`src/rtl/conv_stream_engine.sv`:
```
// Streaming valid-mode 2-D correlation engine: loads an input matrix and a kernel byte by byte,
// then emits one MAC-accumulated result per output position over a valid/ready handshake.
module conv_stream_engine #(
    parameter int unsigned DATA_W  = 8,
    parameter int unsigned OUT_W   = 16,
    parameter int unsigned MAX_DIM = 6,
    parameter int unsigned DIM_W   = 4
) (
    input  logic              clk,
    input  logic              rst,
    input  logic [DIM_W-1:0]  inRow,
    input  logic [DIM_W-1:0]  inCol,
    input  logic [DIM_W-1:0]  kerRow,
    input  logic [DIM_W-1:0]  kerCol,
    input  logic              inValid,
    input  logic [DATA_W-1:0] inMatrix,
    output logic              inReady,
    input  logic              kerValid,
    input  logic [DATA_W-1:0] kernel,
    output logic              kerReady,
    output logic              outValid,
    input  logic              outReady,
    output logic [OUT_W-1:0]  outMatrix,
    output logic              outLast,
    output logic              dimErr
);

    localparam int unsigned IDX_W = (MAX_DIM > 1) ? $clog2(MAX_DIM) : 1;
    localparam logic [DIM_W-1:0] MAX_IDX = DIM_W'(MAX_DIM - 1);

    typedef enum logic [1:0] {
        LOAD_IN,
        LOAD_KER,
        COMPUTE,
        EMIT
    } state_t;

    state_t state;

    logic [DIM_W-1:0] in_row, in_col, ker_row, ker_col;
    logic [DIM_W-1:0] r, c;
    logic [DIM_W-1:0] i, j;
    logic [DIM_W-1:0] k, l;
    logic [OUT_W-1:0] acc;

    logic             in_ready, ker_ready, out_valid, out_last, dim_err;
    logic [OUT_W-1:0] out_matrix;

    logic [DATA_W-1:0] in_mem  [MAX_DIM][MAX_DIM];
    logic [DATA_W-1:0] ker_mem [MAX_DIM][MAX_DIM];

    logic             first_beat, dims_bad, in_we, ker_we;
    logic [DIM_W-1:0] eff_in_row, eff_in_col;
    logic             in_last_col, in_last, ker_last_col, ker_last;
    logic [IDX_W-1:0] row_idx, col_idx;
    logic [OUT_W-1:0] prod, mac;
    logic             mac_last, final_pos, last_out_col;

    // The first beat is checked against the live dim ports; later beats use the latched dims.
    always_comb begin
        first_beat   = (r == '0) && (c == '0);
        dims_bad     = (inRow > MAX_IDX) || (inCol > MAX_IDX) ||
                       (kerRow > inRow) || (kerCol > inCol);
        in_we        = (state == LOAD_IN) && inValid && !(first_beat && dims_bad);
        ker_we       = (state == LOAD_KER) && kerValid;
        eff_in_row   = first_beat ? inRow : in_row;
        eff_in_col   = first_beat ? inCol : in_col;
        in_last_col  = (c == eff_in_col);
        in_last      = in_last_col && (r == eff_in_row);
        ker_last_col = (c == ker_col);
        ker_last     = ker_last_col && (r == ker_row);

        row_idx      = i[IDX_W-1:0] + k[IDX_W-1:0];
        col_idx      = j[IDX_W-1:0] + l[IDX_W-1:0];
        prod         = OUT_W'(in_mem[row_idx][col_idx]) * OUT_W'(ker_mem[k[IDX_W-1:0]][l[IDX_W-1:0]]);
        mac          = acc + prod;
        mac_last     = (l == ker_col) && (k == ker_row);
        last_out_col = (j == in_col - ker_col);
        final_pos    = (i == in_row - ker_row) && last_out_col;
    end

    always_ff @(posedge clk) begin
        if (in_we) begin
            in_mem[r[IDX_W-1:0]][c[IDX_W-1:0]] <= inMatrix;
        end
        if (ker_we) begin
            ker_mem[r[IDX_W-1:0]][c[IDX_W-1:0]] <= kernel;
        end
    end

    always_ff @(posedge clk or posedge rst) begin
        if (rst) begin
            state      <= LOAD_IN;
            in_row     <= '0;
            in_col     <= '0;
            ker_row    <= '0;
            ker_col    <= '0;
            r          <= '0;
            c          <= '0;
            i          <= '0;
            j          <= '0;
            k          <= '0;
            l          <= '0;
            acc        <= '0;
            in_ready   <= 1'b1;
            ker_ready  <= 1'b0;
            out_valid  <= 1'b0;
            out_matrix <= '0;
            out_last   <= 1'b0;
            dim_err    <= 1'b0;
        end else begin
            case (state)
                LOAD_IN: begin
                    if (inValid && first_beat) begin
                        dim_err <= dims_bad;
                        if (!dims_bad) begin
                            in_row  <= inRow;
                            in_col  <= inCol;
                            ker_row <= kerRow;
                            ker_col <= kerCol;
                        end
                    end
                    if (in_we) begin
                        if (in_last) begin
                            r         <= '0;
                            c         <= '0;
                            state     <= LOAD_KER;
                            in_ready  <= 1'b0;
                            ker_ready <= 1'b1;
                        end else if (in_last_col) begin
                            c <= '0;
                            r <= r + DIM_W'(1);
                        end else begin
                            c <= c + DIM_W'(1);
                        end
                    end
                end

                LOAD_KER: begin
                    if (ker_we) begin
                        if (ker_last) begin
                            r         <= '0;
                            c         <= '0;
                            i         <= '0;
                            j         <= '0;
                            k         <= '0;
                            l         <= '0;
                            acc       <= '0;
                            state     <= COMPUTE;
                            ker_ready <= 1'b0;
                        end else if (ker_last_col) begin
                            c <= '0;
                            r <= r + DIM_W'(1);
                        end else begin
                            c <= c + DIM_W'(1);
                        end
                    end
                end

                COMPUTE: begin
                    if (mac_last) begin
                        acc        <= '0;
                        k          <= '0;
                        l          <= '0;
                        out_matrix <= mac;
                        out_valid  <= 1'b1;
                        out_last   <= final_pos;
                        state      <= EMIT;
                    end else begin
                        acc <= mac;
                        if (l == ker_col) begin
                            l <= '0;
                            k <= k + DIM_W'(1);
                        end else begin
                            l <= l + DIM_W'(1);
                        end
                    end
                end

                EMIT: begin
                    if (outReady) begin
                        out_valid <= 1'b0;
                        out_last  <= 1'b0;
                        if (out_last) begin
                            i        <= '0;
                            j        <= '0;
                            in_ready <= 1'b1;
                            state    <= LOAD_IN;
                        end else begin
                            state <= COMPUTE;
                            if (last_out_col) begin
                                j <= '0;
                                i <= i + DIM_W'(1);
                            end else begin
                                j <= j + DIM_W'(1);
                            end
                        end
                    end
                end

                default: state <= LOAD_IN;
            endcase
        end
    end

    assign inReady   = in_ready;
    assign kerReady  = ker_ready;
    assign outValid  = out_valid;
    assign outMatrix = out_matrix;
    assign outLast   = out_last;
    assign dimErr    = dim_err;

endmodule

```
`config.mk`:
```
export PLATFORM = sky130hd
export DESIGN_NAME = conv_stream_engine
export DESIGN_NICKNAME = d
export VERILOG_FILES = /design/src/rtl/conv_stream_engine.sv
export SDC_FILE = /design/constraint.sdc
export NUM_CORES = 1
export LEC_CHECK = 0
export BUFFER_PORTS_ARGS = -buffer_cell sky130_fd_sc_hd__buf_2
export CAP_MARGIN = 20
export CORE_MARGIN = 10
export CORE_UTILIZATION = 45
export DETAILED_ROUTE_END_ITERATION = 12
export GPL_TIMING_DRIVEN = 1
export SLEW_MARGIN = 20
export SYNTH_ARGS = -nofsm -noshare
export SYNTH_HDL_FRONTEND = slang
export SYNTH_SLANG_ARGS = --single-unit
```
`constraint.sdc`:
```
create_clock -name clk -period 7.2 [get_ports clk]
set_input_delay 1.08 -clock clk [delete_from_list [all_inputs] [get_ports clk]]
set_output_delay 1.08 -clock clk [all_outputs]
set_load 0.02 [all_outputs]
```
=== Word-level counts from Yosys, hierarchy flattened ===
Memory sizes are Yosys's and may differ from the RTL's.
Cells that the tools add are included.

* Reduce and logical (&&, ||, !) cells: 36
* Equal/unequal tests: 22
* Order comparisons: 8
* Multipliers: 1
* Multiplexer cells: 71
* Bitwise operators: 4
* Add/subtract/negate cells: 11

{| class="wikitable"
|+ Operator list
! cell !! number
|-
| 2-to-1 mux 4 bit || 26
|-
| 2-to-1 mux 48 bit || 2
|-
| binary-select mux 8 bit (select 3 bit) || 2
|-
| 2-to-1 mux 16 bit || 3
|-
| one-hot mux 4 bit (2 select lines) || 6
|-
| 2-to-1 mux 8 bit || 5
|-
| equality test 4 bit || 8
|-
| one-hot mux 16 bit (2 select lines) || 1
|-
| adder 4 x 1 -> 4 bit (second input constant) || 6
|-
| demux 8 bit (select 3 bit) || 1
|-
| AND reduction 5 bit || 4
|-
| adder 16 bit || 1
|-
| multiplier 8 x 8 -> 16 bit || 1
|-
| 2-to-1 mux 2 bit || 7
|-
| inequality test 2 bit (second input constant) || 7
|-
| 2-to-1 mux 1 bit || 13
|-
| >= comparator 4 bit (second input constant) || 3
|-
| inequality test 3 bit (second input constant) || 4
|-
| NOT 3 -> 4 bit || 3
|-
| AND reduction 3 bit || 4
|-
| logical AND 1 bit || 11
|-
| nonzero test 2 bit || 5
|-
| greater-than comparator 4 x 3 -> 1 bit (second input constant) || 2
|-
| greater-than comparator 4 bit || 2
|-
| other kinds (15) || 26
|}

* Word-level logic and storage cells: 173
* Output and inout port bits: 21
* Register bits after elaboration: 79
* Memories: 2
* Bits in writable memories: 576
* Input port bits: 37

{| class="wikitable"
|+ Memories
! name !! words !! width !! rd ports !! clocked after Yosys merged registers in !! write ports !! line !! RTL
|-
| in_mem || 6 || 48 || 1 || 0 || 1 || 49 || <nowiki>logic [DATA_W-1:0] in_mem [MAX_DIM][MAX_DIM];</nowiki>
|-
| ker_mem || 6 || 48 || 1 || 0 || 1 || 50 || <nowiki>logic [DATA_W-1:0] ker_mem [MAX_DIM][MAX_DIM];</nowiki>
|}

=== Logic depth before layout (Yosys ltp) ===
Gate-level depths: netlist of run 1.

* Word-level depth: 9
* Gate-level depth with buffers: 30
* Mapped depth without buffers: 26

=== Least setup slack after synthesis of run 1 ===
OpenSTA, ideal clock, no wires.

* Path kind: register to register
* Start: register k[1]
* End: register out_matrix[15], in the netlist outMatrix[15]
* Clock period less this slack: 6.973 ns
* Setup slack: 0.227 ns
* Required time: 7.075 ns
* Arrival: 6.848 ns
* Setup time: 0.125 ns
* Cell stages (with the launch flop): 28
* Cells stage by stage: dfrtp_1 -> buf_2 -> buf_2 -> buf_2 -> inv_1 -> fa_1 -> buf_2 -> buf_1 -> mux4_2 -> mux2i_1 -> a211oi_1 -> a21oi_2 -> or2_1 -> fa_1 -> inv_1 -> fa_1 -> inv_1 -> fa_1 -> fa_1 -> inv_1 -> ha_1 -> o21ai_0 -> o21bai_1 -> a31o_1 -> a41o_1 -> o41ai_1 -> xnor2_1 -> mux2_2

* Word-level cells in the longest chain between the ends: 7

{| class="wikitable"
|+ RTL lines
! element !! line !! RTL
|-
| start, declared || 43 || <nowiki>logic [DIM_W-1:0] k, l;</nowiki>
|-
| start signal, assigned || 173 || <nowiki>k <= k + DIM_W'(1);</nowiki>
|-
| adder 3 bit || 73 || <nowiki>row_idx = i[IDX_W-1:0] + k[IDX_W-1:0];</nowiki>
|-
| memory (6 x 48 bit) || -- ||
|-
| binary-select mux 8 bit (select 3 bit) || 75 || <nowiki>prod = OUT_W'(in_mem[row_idx][col_idx]) * OUT_W'(ker_mem[k[IDX_W-1:0]][l[IDX_W-1:0]]);</nowiki>
|-
| 2-to-1 mux 8 bit (not written as such) (2 in a row) || 75 ||
|-
| multiplier 8 x 8 -> 16 bit || 75 ||
|-
| adder 16 bit || 76 || <nowiki>mac = acc + prod;</nowiki>
|-
| end signal, assigned || 165 || <nowiki>out_matrix <= mac;</nowiki>
|-
| end, declared || 47 || <nowiki>logic [OUT_W-1:0] out_matrix;</nowiki>
|}

Several ways; a longest one is shown, not always the timed one. The select of a mux whose other input is x is not followed.
A chain may end at the register's enable or synchronous reset.

=== Worst setup path in the final report of run 1 ===
* Start: register i[1]
* End: register out_matrix[15], in the netlist outMatrix[15]

* Word-level cells in the longest chain between the ends: 7

{| class="wikitable"
|+ RTL lines
! element !! line !! RTL
|-
| start, declared || 42 || <nowiki>logic [DIM_W-1:0] i, j;</nowiki>
|-
| start signal, assigned || 193 || <nowiki>i <= i + DIM_W'(1);</nowiki>
|-
| adder 3 bit || 73 ||
|-
| memory (6 x 48 bit) || -- ||
|-
| binary-select mux 8 bit (select 3 bit) || 75 ||
|-
| 2-to-1 mux 8 bit (not written as such) (2 in a row) || 75 ||
|-
| multiplier 8 x 8 -> 16 bit || 75 ||
|-
| adder 16 bit || 76 ||
|}

No other way between the ends. The select of a mux whose other input is x is not followed.

==> impl_summary.log, run 1 <==
[metrics] area of all sequential standard cells: 19,280 um^2
[metrics] Overall Global Routing Usage: 17.19%
[metrics] total half-perimeter wirelength after legalization and detailed placement: 43,430 um
[metrics] synthesized instance count: 1,815
[metrics] combinational share of power: 3.7%
[metrics] outcome: finished, final reports clean
[metrics] wire length of the first global-routing pass: 101,300 um
[metrics] average detailed-routed wire length per instance: 23.45 um
[metrics] pin count of the biggest net entering global routing: 84
[metrics] Layout fillers: 5,347
[metrics] setup repair after global routing missed its margin: no
[metrics] die area: 76,180 um^2
[metrics] maximum operating frequency: 0.1444 GHz
[metrics] PwrDens: 243.5 nW/um^2
[metrics] Worst IR Drop VDD: 0.2836 mV
[metrics] Max clock buf depth: 3
[metrics] Final Worst Setup Slack: 0.2746 ns
[metrics] final-report hold violation count: 0
[metrics] final critical-path share of the clock period: 96.19%
[metrics] Cell Area, Synth: 29,490 um^2
[metrics] number of detailed-routing iterations run before antenna repair: 5
[metrics] proportion of total power due to net switching: 21.66%
[metrics] height of the die: 276.0 um
[metrics] core area: 64,700 um^2
[metrics] most area-consuming cells after synthesis: sky130_fd_sc_hd__edfxtp_1 (59%), sky130_fd_sc_hd__mux4_2 (10%), sky130_fd_sc_hd__dfrtp_1 (6.6%)
[metrics] summed negative setup slack over all endpoints: 0 ns
[metrics] Via Count: 15.63k
[metrics] Psw: 1.753 mW
[metrics] fraction of final layout cells sized beyond drive strength 1: 20.08%
[metrics] dpl cells: 2,692
[metrics] worst min-delay path class: register to register
[metrics] post-synthesis net count: 1,965
[metrics] Critical Path Fanout Max: 33
[metrics] CTS tree: yes
[metrics] worst path required time: 7.70 ns
[metrics] dominant cell by count in the synthesized netlist: sky130_fd_sc_hd__edfxtp_1
[metrics] CTS clk-pin slew, worst paths: 0.06 ns
[metrics] Routed Antenna Nets: 0
[metrics] starting density of the core: 45.59%
[metrics] static leakage power: 12.02 nW
[metrics] predominant post-synthesis flop cell: sky130_fd_sc_hd__edfxtp_1
[metrics] gp weighted congestion: 0.8102
[metrics] number of buffers added on ports: 57
[metrics] area leader, netlist: sky130_fd_sc_hd__edfxtp_1
[metrics] synthesis warning total: 0
[metrics] top cells by instance count after synthesis: sky130_fd_sc_hd__edfxtp_1 (576), sky130_fd_sc_hd__nor2_1 (166), sky130_fd_sc_hd__mux4_2 (136)
[metrics] total congestion overflow after global routing: 0
[metrics] data arrival time of the critical path: 7.42 ns
[metrics] final routed wirelength across all metal layers: 66,210 um
[metrics] initial antenna violation count: 2
[metrics] Die Width: 276.0 um
[metrics] startpoint-to-endpoint class of the critical path: register to register
[metrics] Post-CTS Hold Fix Bufs: 0
[metrics] FFs w/ async S/R, synth: 12.06%
[metrics] count of state elements after synthesis: 655
[metrics] Netlist cell types: 70
[metrics] post-synthesis sequential area ratio: 65.35%
[metrics] per-cell via count in the routed design: 5.538
[metrics] number of nets in the layout: 2,063
[metrics] DRT iter0 DRCs: 1,186
[metrics] cell row count: 93
[metrics] number of synthesized flops with an enable pin: 576
[metrics] Max H-tree Level: 3
[metrics] clk sinks: 655
[metrics] number of slew-limit violations in the final report: 0
[metrics] number of non-filler instances in the completed layout: 2,823
[metrics] share of Yosys cell area claimed by the top area cell type: 58.65%
[metrics] max_cap viols: 0
[metrics] clock period minus worst slack: 6.925 ns
[metrics] Power Internal: 6.340 mW
[metrics] master cell of the clock root buffer: sky130_fd_sc_hd__clkbuf_16
[metrics] part of the power in registers: 52.3%
[metrics] Clk pwr share: 44.0%
[metrics] clock insertion delay at the later pin of the skew report: 0.62 ns
[metrics] number of buffers created by CTS: 71
[metrics] number of global-route vias before repair: 16.28k
[metrics] number of setup violations in the final report: 0
[metrics] post-route clock skew: 0.02666 ns
[metrics] average cell area after synthesis: 16.25 um^2
[metrics] area of combinational cells with multiple inputs: 9383 um^2
[metrics] category of the worst setup path launch point: register
[metrics] pre-CTS setup slack: 0.1754 ns
[metrics] CP Capture Type: register
[metrics] DRC: 0
[metrics] area delta synth->final: 12.71%
[metrics] Worst-Margin Slew: 1.068 ns
[metrics] max_slew headroom: 28.82%
[metrics] IO Pins: 58
-- worst max-delay path: stages, from the launching register on --
cell                       delay (ns)
sky130_fd_sc_hd__dfrtp_1         0.44
sky130_fd_sc_hd__inv_1           0.11
sky130_fd_sc_hd__fa_2            0.60
sky130_fd_sc_hd__buf_12          0.23
sky130_fd_sc_hd__mux4_2          0.55
sky130_fd_sc_hd__mux2i_1         0.20
sky130_fd_sc_hd__nand2_1         0.08
sky130_fd_sc_hd__o211ai_1        0.13
sky130_fd_sc_hd__o21ai_0         0.16
sky130_fd_sc_hd__a21oi_1         0.19
sky130_fd_sc_hd__buf_4           0.19
sky130_fd_sc_hd__nand2b_1        0.14
sky130_fd_sc_hd__fa_1            0.46
sky130_fd_sc_hd__fa_1            0.49
sky130_fd_sc_hd__inv_1           0.05
sky130_fd_sc_hd__fa_1            0.50
sky130_fd_sc_hd__fa_1            0.42
sky130_fd_sc_hd__ha_1            0.34
sky130_fd_sc_hd__o21ai_0         0.10
sky130_fd_sc_hd__o21bai_1        0.11
sky130_fd_sc_hd__a31o_1          0.25
sky130_fd_sc_hd__a41o_1          0.27
sky130_fd_sc_hd__o41ai_1         0.34
sky130_fd_sc_hd__xnor2_1         0.15
sky130_fd_sc_hd__mux2_2          0.28
-- flip-flops by register name, indices dropped and copies added, names as in the netlist, 2 cells and up --
name,flops
i,4
acc,16
r,4
state,2
ker_col,4
ker_mem,288
j,4
c,4
in_mem,288
in_col,4
in_row,4
outMatrix,16
l,4
ker_row,4
k,4
-- power by group through the flow --
| stage | clock network [mW] | registers, mW | logic, mW |
|---|---|---|---|
| 2_1_floorplan | 0 | 4.26 | 0.192 |
| 3_3_place_gp | 0 | 4.31 | 0.292 |
| 3_5_place_dp | 0 | 4.31 | 0.302 |
| 4_1_cts | 3.64 | 4.23 | 0.305 |
| 5_1_grt | 3.78 | 4.23 | 0.332 |
| 6_report | 3.56 | 4.23 | 0.299 |
-- cell type report --
cell class	count	area share, %
multi-input combinational	955	28.23
antenna	1	0.007528
sequential	655	58.00
tap	855	3.218
clock buffer	89	5.770
clock inverter	38	1.092
inverter	124	1.404
timing repair buffer	106	2.277
-- metrics by stage --
stage | util (%) | cell area, um^2 | hold WS, ns | power, mW
final | 51.38 | 33240 | 0.4716 | 8.093
after global routing | 51.38 | 33240 | 0.5047 | 8.348
after CTS | 51.33 | 33210 | 0.4801 | 8.172
after detailed placement | 47.80 | 30930 | 0.4703 | 4.611
after global placement | 47.80 | 30930 | 0.4609 | 4.598
after floorplan | - | 29490 | 0.4732 | 4.457
-- layout by cell type (no fill, tap or decap), types with 10 or more instances in the layout --
cell type / count
sky130_fd_sc_hd__a211oi_1: 13
sky130_fd_sc_hd__a21oi_1: 54
sky130_fd_sc_hd__a22o_1: 21
sky130_fd_sc_hd__buf_2: 57
sky130_fd_sc_hd__buf_4: 40
sky130_fd_sc_hd__clkbuf_1: 14
sky130_fd_sc_hd__clkbuf_16: 74
sky130_fd_sc_hd__clkinv_1: 14
sky130_fd_sc_hd__clkinv_2: 13
sky130_fd_sc_hd__dfrtp_1: 75
sky130_fd_sc_hd__edfxtp_1: 576
sky130_fd_sc_hd__fa_1: 53
sky130_fd_sc_hd__ha_1: 57
sky130_fd_sc_hd__inv_1: 120
sky130_fd_sc_hd__mux2_2: 20
sky130_fd_sc_hd__mux2i_1: 66
sky130_fd_sc_hd__mux4_2: 136
sky130_fd_sc_hd__nand2_1: 64
sky130_fd_sc_hd__nand2b_1: 24
sky130_fd_sc_hd__nand3_1: 20
sky130_fd_sc_hd__nor2_1: 166
sky130_fd_sc_hd__nor2b_1: 23
sky130_fd_sc_hd__o211ai_1: 11
sky130_fd_sc_hd__o21ai_0: 49
sky130_fd_sc_hd__or2_1: 10
sky130_fd_sc_hd__xnor2_1: 49
-- routing by layer --
metal | share of wire (%) | vias to the layer above | track usage (%) | wire length [um]
met5 | 0 | - | 0 | 0
met4 | 2.3 | 0 | 5.031 | 1544
met3 | 5.0 | 104 | 2.879 | 3320
met2 | 48 | 396 | 27.38 | 31570
met1 | 45 | 8075 | 23.99 | 29770
li1 | - | 7059 | - | -
-- path summary, 6_finish.rpt --
check	start	endpoint	slack (ns)	cells after the start
setup / recovery	i[1]$_DFFE_PP0P_	outMatrix[15]$_DFFE_PP0P_	0.27	24
hold / removal	outValid$_DFFE_PP0P_	outValid$_DFFE_PP0P_	0.47	1
setup reg to reg	i[1]$_DFFE_PP0P_	outMatrix[15]$_DFFE_PP0P_	0.27	24
hold reg to reg	outValid$_DFFE_PP0P_	outValid$_DFFE_PP0P_	0.47	1
max in group asynchronous	rst	k[0]$_DFFE_PP0P_	5.93	3
min in group asynchronous	rst	ker_col[3]$_DFFE_PP0P_	0.67	3
-- kinds of logic after synthesis --
kind of cell	Yosys count	share of synthesized area, %
adders and majority gates	113	6.168
muxes	227	13.58
xor gates and xnor gates	59	1.752
AOI/OAI and AO/OA	206	4.734
DFF	655	65.35
and+or+nand+nor	350	5.443
buffers and inverters	205	2.970
-- repair_timing --
item                                    4_1_cts  5_1_grt
resized for setup                             0        1
buffers inserted                              0        3
endpoints found under the setup margin        0        3
Note: power is estimated with default switching activity, not from simulation.
==> inputs of run 2 (changes only) <==
--- a/config.mk
+++ b/config.mk
@@ -5,12 +5,14 @@
 export SDC_FILE = /design/constraint.sdc
 export NUM_CORES = 1
 export LEC_CHECK = 0
+export ABC_AREA = 1
 export BUFFER_PORTS_ARGS = -buffer_cell sky130_fd_sc_hd__buf_2
 export CAP_MARGIN = 20
 export CORE_MARGIN = 10
-export CORE_UTILIZATION = 45
+export CORE_UTILIZATION = 53
 export DETAILED_ROUTE_END_ITERATION = 12
 export GPL_TIMING_DRIVEN = 1
+export PLACE_DENSITY = 0.72
 export SLEW_MARGIN = 20
 export SYNTH_ARGS = -nofsm -noshare
 export SYNTH_HDL_FRONTEND = slang
==> impl_summary.log, run 2 <==
[metrics] top library cells by usage in the layout, fill and taps aside: sky130_fd_sc_hd__nand2_1 (665), sky130_fd_sc_hd__edfxtp_1 (576), sky130_fd_sc_hd__nand3_1 (241)
[metrics] most frequent standard cell in the layout excluding fill and tap cells: sky130_fd_sc_hd__nand2_1
[metrics] total half-perimeter wirelength after legalization and detailed placement: 48,320 um (+11%)
[metrics] number of nets in the layout: 2,958 (+43%)
[metrics] summed negative setup slack over all endpoints: 0 ns (unchanged)
[metrics] master cell of the clock root buffer: sky130_fd_sc_hd__clkbuf_16
[metrics] CTS clk-pin slew, worst paths: 0.06 ns (about the same)
[metrics] number of detailed-routing iterations run before antenna repair: 6 (+1)
[metrics] Max H-tree Level: 3 (unchanged)
[metrics] area of combinational cells with multiple inputs: 9776 um^2 (+4.2%)
[metrics] Netlist cell types: 47 (-33%)
[metrics] Worst-Margin Slew: 1.080 ns (+0.01241 ns)
[metrics] maximum operating frequency: 0.1487 GHz (+3.0%)
[metrics] category of the worst setup path launch point: register
[metrics] per-cell via count in the routed design: 5.763 (+4.1%)
[metrics] worst min-delay path class: input port to async pin
[metrics] FFs w/ async S/R, synth: 12.06% (unchanged)
[metrics] number of synthesized flops with an enable pin: 576 (unchanged)
[metrics] dominant cell by count in the synthesized netlist: sky130_fd_sc_hd__nand2_1
[metrics] gp weighted congestion: 0.9400 (+16%)
[metrics] Cell Area, Synth: 30,410 um^2 (+3.1%)
[metrics] setup repair after global routing missed its margin: no
[metrics] max_slew headroom: 27.79% (-1.0 points)
[metrics] synthesis warning total: 0 (unchanged)
[metrics] Ant. Diodes: 0 (-1)
[metrics] number of buffers created by CTS: 69 (-2.8%)
[metrics] worst path required time: 7.75 ns (+0.05 ns)
[metrics] core area: 56,600 um^2 (-13%)
[metrics] Max clock buf depth: 3 (unchanged)
[metrics] die area: 67,350 um^2 (-12%)
[metrics] startpoint-to-endpoint class of the critical path: register to register
[metrics] Overall Global Routing Usage: 22.38% (+5.2 points)
[metrics] number of setup violations in the final report: 0 (unchanged)
[metrics] cell row count: 87 (-6.5%)
[metrics] clock period minus worst slack: 6.724 ns (-0.2011 ns)
[metrics] wire length of the first global-routing pass: 117,800 um (+16%)
[metrics] post-synthesis sequential area ratio: 63.39% (-2.0 points)
[metrics] max_cap viols: 0 (unchanged)
[metrics] outcome: finished, final reports clean
[metrics] area delta synth->final: 10.67%
[metrics] predominant post-synthesis flop cell: sky130_fd_sc_hd__edfxtp_1
[metrics] average detailed-routed wire length per instance: 20.85 um (-11%)
[metrics] Largest stage delay, worst path: 0.54 ns (-0.06 ns)
[metrics] Critical Path Fanout Max: 46 (+39%)
[metrics] top cells by instance count after synthesis: sky130_fd_sc_hd__nand2_1 (665), sky130_fd_sc_hd__edfxtp_1 (576), sky130_fd_sc_hd__nor2_1 (242)
[metrics] count of state elements after synthesis: 655 (unchanged)
[metrics] number of global-route vias before repair: 20.91k (+28%)
[metrics] synthesized instance count: 2,772 (+53%)
[metrics] most area-consuming cells after synthesis: sky130_fd_sc_hd__edfxtp_1 (57%), sky130_fd_sc_hd__nand2_1 (8.2%), sky130_fd_sc_hd__dfrtp_1 (6.4%)
[metrics] pin count of the biggest net entering global routing: 127 (+51%)
[metrics] Via Count: 20.86k (+33%)
[metrics] cell with the largest stage delay on the worst path: sky130_fd_sc_hd__dfrtp_1
[metrics] data arrival time of the critical path: 7.28 ns (-0.14 ns)
[metrics] post-synthesis net count: 2,922 (+49%)
[metrics] Die Width: 259.5 um (-6.0%)
[metrics] final critical-path share of the clock period: 93.39% (-2.8 points)
[metrics] final-report hold violation count: 0 (unchanged)
[metrics] clk sinks: 655 (unchanged)
[metrics] number of slew-limit violations in the final report: 0 (unchanged)
[metrics] area leader, netlist: sky130_fd_sc_hd__edfxtp_1
[metrics] height of the die: 259.5 um (-6.0%)
[metrics] area of all sequential standard cells: 19,280 um^2 (about the same)
[metrics] Layout fillers: 4,545 (-15%)
[metrics] CTS tree: yes
[metrics] clock insertion delay at the later pin of the skew report: 0.62 ns (about the same)
[metrics] number of buffers added on ports: 57 (unchanged)
[metrics] initial antenna violation count: 0 (-2)
[metrics] DRT iter0 DRCs: 2,003 (+69%)
[metrics] share of Yosys cell area claimed by the top area cell type: 56.88% (-1.8 points)
[metrics] fraction of final layout cells sized beyond drive strength 1: 8.732% (-11 points)
[metrics] total congestion overflow after global routing: 0 (unchanged)
[metrics] starting density of the core: 53.72% (+8.1 points)
[metrics] final routed wirelength across all metal layers: 75,460 um (+14%)
[metrics] DRC: 0 (unchanged)
[metrics] post-route clock skew: 0.02623 ns (-0.0004350 ns)
[metrics] average cell area after synthesis: 10.97 um^2 (-32%)
[metrics] Routed Antenna Nets: 0 (unchanged)
[metrics] CP Capture Type: register
[metrics] IO Pins: 58 (unchanged)
## run 2: cell count changes after synthesis, sizes merged, moves of 42 or more
cell,before,now
a21oi,62,147
buf,47,89
inv,123,191
mux4,136,0
nand2,64,671
nand3,20,242
nor2,166,251
o21ai,56,155
## run 2: area by class of cell
type | instances | share of cell area (%)
clock buffer | 80 | 5.410
clock inverter | 46 | 1.405
inverter | 193 | 2.171
multi-input combinational | 1795 | 29.05
sequential | 655 | 57.29
tap | 756 | 2.811
timing repair buffer | 94 | 1.859
## run 2: path summary, 6_finish.rpt
| kind | startpoint | end | slack [ns] | depth (start not counted) |
|---|---|---|---|---|
| min in group clk | inReady$_DFFE_PP1P_ | inReady$_DFFE_PP1P_ | 0.46 | 2 |
| setup reg to reg | i[0]$_DFFE_PP0P_ | outMatrix[13]$_DFFE_PP0P_ | 0.48 | 28 |
| max in group asynchronous | rst | k[0]$_DFFE_PP0P_ | 5.58 | 3 |
| setup / recovery | i[0]$_DFFE_PP0P_ | outMatrix[13]$_DFFE_PP0P_ | 0.48 | 28 |
| hold reg to reg | inReady$_DFFE_PP1P_ | inReady$_DFFE_PP1P_ | 0.46 | 2 |
| hold / removal | rst | acc[10]$_DFFE_PP0P_ | 0.36 | 2 |
## run 2: critical path: cells and delay by family, from the launching register on
kind,cells,cell delay (ns)
flip-flops,1,0.54
AO/OA/AOI/OAI,7,1.15
XOR/XNOR,1,0.18
adder cells (fa/ha/maj),7,2.94
buffers and inverters,5,0.70
AND/OR/NAND/NOR,8,1.09
## run 2: layer usage
layer | up-vias | GRT usage (%) | part of all wire, %
met4 | 0 | 8.299 | 3.3
met2 | 928 | 37.20 | 49
li1 | 9642 | - | -
met5 | - | 0 | 0
met3 | 172 | 4.033 | 8.0
met1 | 10115 | 28.97 | 40
## run 2: timing repair
action	in CTS	in global routing
setup endpoints to repair	0	2
hold buffers	0	0
gates resized for setup	0	2
buffers inserted	0	0
## run 2: metrics by stage
stage | instances | area, um^2 | hold slack [ns] | setup WS (ns) | util, %
floorplan | 2772 | 30410 | 0.4490 | 1.211 | -
global placement | 3493 | 31350 | 0.4498 | 0.5676 | 55.39
detailed placement | 3493 | 31350 | 0.4547 | 0.4251 | 55.39
CTS | 3619 | 33650 | 0.3513 | 0.4210 | 59.44
global route | 3619 | 33650 | 0.3682 | 0.1120 | 59.45
finish | 3619 | 33650 | 0.3603 | 0.4757 | 59.45
## run 2: logic make-up (layout without fill, tap and decap cells)
kind of cell	count (synthesis)	after routing	synth area share, %
DFF	655	655	63.39
muxes	28	28	0.9217
buffers and inverters	322	413	4.526
and+or+nand+nor	1210	1210	16.48
AOI/OAI and AO/OA	399	399	7.312
xor gates and xnor gates	45	45	1.383
adders and majority gates	113	113	5.983
Power of run 2 is not shown: default switching activity piles up to over one toggle a cycle in this logic, so the estimate is an artifact.
==> inputs of run 3 (changes only) <==
--- a/config.mk
+++ b/config.mk
@@ -9,10 +9,10 @@
 export BUFFER_PORTS_ARGS = -buffer_cell sky130_fd_sc_hd__buf_2
 export CAP_MARGIN = 20
 export CORE_MARGIN = 10
-export CORE_UTILIZATION = 53
+export CORE_UTILIZATION = 25
+export CTS_CLUSTER_SIZE = 28
 export DETAILED_ROUTE_END_ITERATION = 12
 export GPL_TIMING_DRIVEN = 1
-export PLACE_DENSITY = 0.72
 export SLEW_MARGIN = 20
 export SYNTH_ARGS = -nofsm -noshare
 export SYNTH_HDL_FRONTEND = slang
==> impl_summary.log, run 3 (synthesis gave the netlist of run 2 again) <==
[metrics] die area: 136,000 um^2 (+100%)
[metrics] per-cell via count in the routed design: 4.552 (-21%)
[metrics] Post-CTS Hold Fix Bufs: 0 (unchanged)
[metrics] final critical-path share of the clock period: 92.24% (-1.1 points)
[metrics] worst min-delay path class: input port to async pin
[metrics] fraction of final layout cells sized beyond drive strength 1: 8.674% (-0.058 points)
[metrics] total half-perimeter wirelength after legalization and detailed placement: 53,340 um (+10%)
[metrics] DRT iter0 DRCs: 2,138 (+6.7%)
[metrics] IO Pins: 58 (unchanged)
[metrics] number of global-route vias before repair: 20.08k (-4.0%)
[metrics] clock period minus worst slack: 6.642 ns (-0.08275 ns)
[metrics] summed negative setup slack over all endpoints: 0 ns (unchanged)
[metrics] number of setup violations in the final report: 0 (unchanged)
[metrics] Largest stage delay, worst path: 0.58 ns (+0.04 ns)
[metrics] most frequent standard cell in the layout excluding fill and tap cells: sky130_fd_sc_hd__nand2_1
[metrics] Max H-tree Level: 3 (unchanged)
[metrics] CTS tree: yes
[metrics] number of detailed-routing iterations run before antenna repair: 5 (-1)
[metrics] area delta synth->final: 13.97%
[metrics] core area: 120,300 um^2 (+110%)
[metrics] startpoint-to-endpoint class of the critical path: register to register
[metrics] clock insertion delay at the later pin of the skew report: 0.63 ns (about the same)
[metrics] height of the die: 368.8 um (+42%)
[metrics] Layout fillers: 12.33k (+170%)
[metrics] Die Width: 368.8 um (+42%)
[metrics] post-route clock skew: 0.02692 ns (+0.0006888 ns)
[metrics] launch point of the critical path: k[0]$_DFFE_PP0P_
[metrics] Worst-Margin Slew: 0.9304 ns (-0.1497 ns)
[metrics] category of the worst setup path launch point: register
[metrics] CTS clk-pin slew, worst paths: 0.06 ns (about the same)
[metrics] pin count of the biggest net entering global routing: 84 (-34%)
[metrics] number of slew-limit violations in the final report: 0 (unchanged)
[metrics] clk sinks: 655 (unchanged)
[metrics] Critical Path Fanout Max: 15 (-67%)
[metrics] CP Capture Type: register
[metrics] number of nets in the layout: 2,963 (+0.17%)
[metrics] area of all sequential standard cells: 19,280 um^2 (unchanged)
[metrics] number of buffers added on ports: 57 (unchanged)
[metrics] initial antenna violation count: 2 (+2)
[metrics] post-CTS sizing: 0 (unchanged)
[metrics] depth of the most critical reg-to-reg path: 28 (unchanged)
[metrics] setup repair after global routing missed its margin: no
[metrics] max_slew headroom: 37.97% (+10 points)
[metrics] outcome: finished, final reports clean
[metrics] average detailed-routed wire length per instance: 18.39 um (-12%)
[metrics] minimum setup slack among reg-to-reg paths: 0.56 ns (+0.08 ns)
[metrics] starting density of the core: 25.28% (-28 points)
[metrics] max_cap viols: 0 (unchanged)
[metrics] final routed wirelength across all metal layers: 82,210 um (+8.9%)
[metrics] Max clock buf depth: 3 (unchanged)
[metrics] maximum operating frequency: 0.1506 GHz (+1.2%)
[metrics] number of buffers created by CTS: 66 (-4.3%)
[metrics] Post-CTS Setup Inserts: 0 (unchanged)
[metrics] total congestion overflow after global routing: 0 (unchanged)
[metrics] Final Worst Setup Slack: 0.5585 ns (+0.08275 ns)
[metrics] final hold slack: 0.3957 ns (+0.03535 ns)
[metrics] data arrival time of the critical path: 7.20 ns (-0.08 ns)
[metrics] cell with the largest stage delay on the worst path: sky130_fd_sc_hd__fa_1
[metrics] Via Count: 20.35k (-2.4%)
[metrics] DRC: 0 (unchanged)
[metrics] master cell of the clock root buffer: sky130_fd_sc_hd__clkbuf_16
[metrics] Ant. Diodes: 0 (unchanged)
[metrics] worst path required time: 7.76 ns (about the same)
[metrics] final-report hold violation count: 0 (unchanged)
[metrics] pre-CTS setup slack: 0.6524 ns (+0.2273 ns)
[metrics] R2R Path Start: k[0]$_DFFE_PP0P_
[metrics] Overall Global Routing Usage: 11.82% (-11 points)
[metrics] area of combinational cells with multiple inputs: 9776 um^2 (unchanged)
[metrics] gp weighted congestion: 0.9097 (-3.2%)
[metrics] Routed Antenna Nets: 0 (unchanged)
[metrics] wire length of the first global-routing pass: 124,800 um (+6.0%)
[metrics] fin util: 28.81% (-31 points)
[metrics] cell row count: 127 (+46%)
[metrics] top library cells by usage in the layout, fill and taps aside: sky130_fd_sc_hd__nand2_1 (665), sky130_fd_sc_hd__edfxtp_1 (576), sky130_fd_sc_hd__nor2_1 (242)
run 3: cell types whose count changed in the layout (fill, tap and decap cells not counted), moves of 2 or more:
cell                        before  now
sky130_fd_sc_hd__nor2_2          6    4
sky130_fd_sc_hd__buf_12          5    8
sky130_fd_sc_hd__clkinv_8        1    3
sky130_fd_sc_hd__clkinv_4        0    3
sky130_fd_sc_hd__clkbuf_16      71   68
sky130_fd_sc_hd__clkinv_2       22   14
sky130_fd_sc_hd__inv_16          2    0
sky130_fd_sc_hd__nor2_1        240  242
sky130_fd_sc_hd__clkinv_1       13    9
sky130_fd_sc_hd__buf_4          32   37
run 3: stage by stage:
step,instances,instance area [um^2]
after CTS,4471,34650
final,4471,34650
after global placement,4357,32520
after floorplan,2772,30410
after detailed placement,4357,32530
after global routing,4471,34650
run 3: cell type report:
cell class                 instances  share of cell area, %
sequential                       655                  55.64
multi-input combinational       1795                  28.21
clock buffer                      77                  5.008
clock inverter                    37                  1.127
timing repair buffer             102                  2.087
inverter                         193                  2.112
tap                             1612                  5.820
run 3: critical path: cells and delay by family, from the launching register on:
family / cells / cell delay [ns]
compound gates: 5 / 0.99
xor+xnor: 1 / 0.19
fa+ha+maj: 7 / 2.95
buf+inv: 6 / 0.71
flops: 1 / 0.50
simple gates: 9 / 1.22
run 3: final timing paths:
kind                                        endpoint
hold / removal             outMatrix[15]$_DFFE_PP0P_
setup reg to reg           outMatrix[13]$_DFFE_PP0P_
setup / recovery           outMatrix[13]$_DFFE_PP0P_
max in group asynchronous           k[0]$_DFFE_PP0P_
min in group clk            outMatrix[8]$_DFFE_PP0P_
hold reg to reg             outMatrix[8]$_DFFE_PP0P_
run 3: metal layers:
layer	vias to the layer above	track usage [%]	wire (um)
li1	9629	-	-
met1	9875	16.19	35810
met2	716	19.06	38670
met3	132	1.983	5668
met4	0	3.463	2057
met5	-	0	0
Power of run 3 is left out for the same reason.
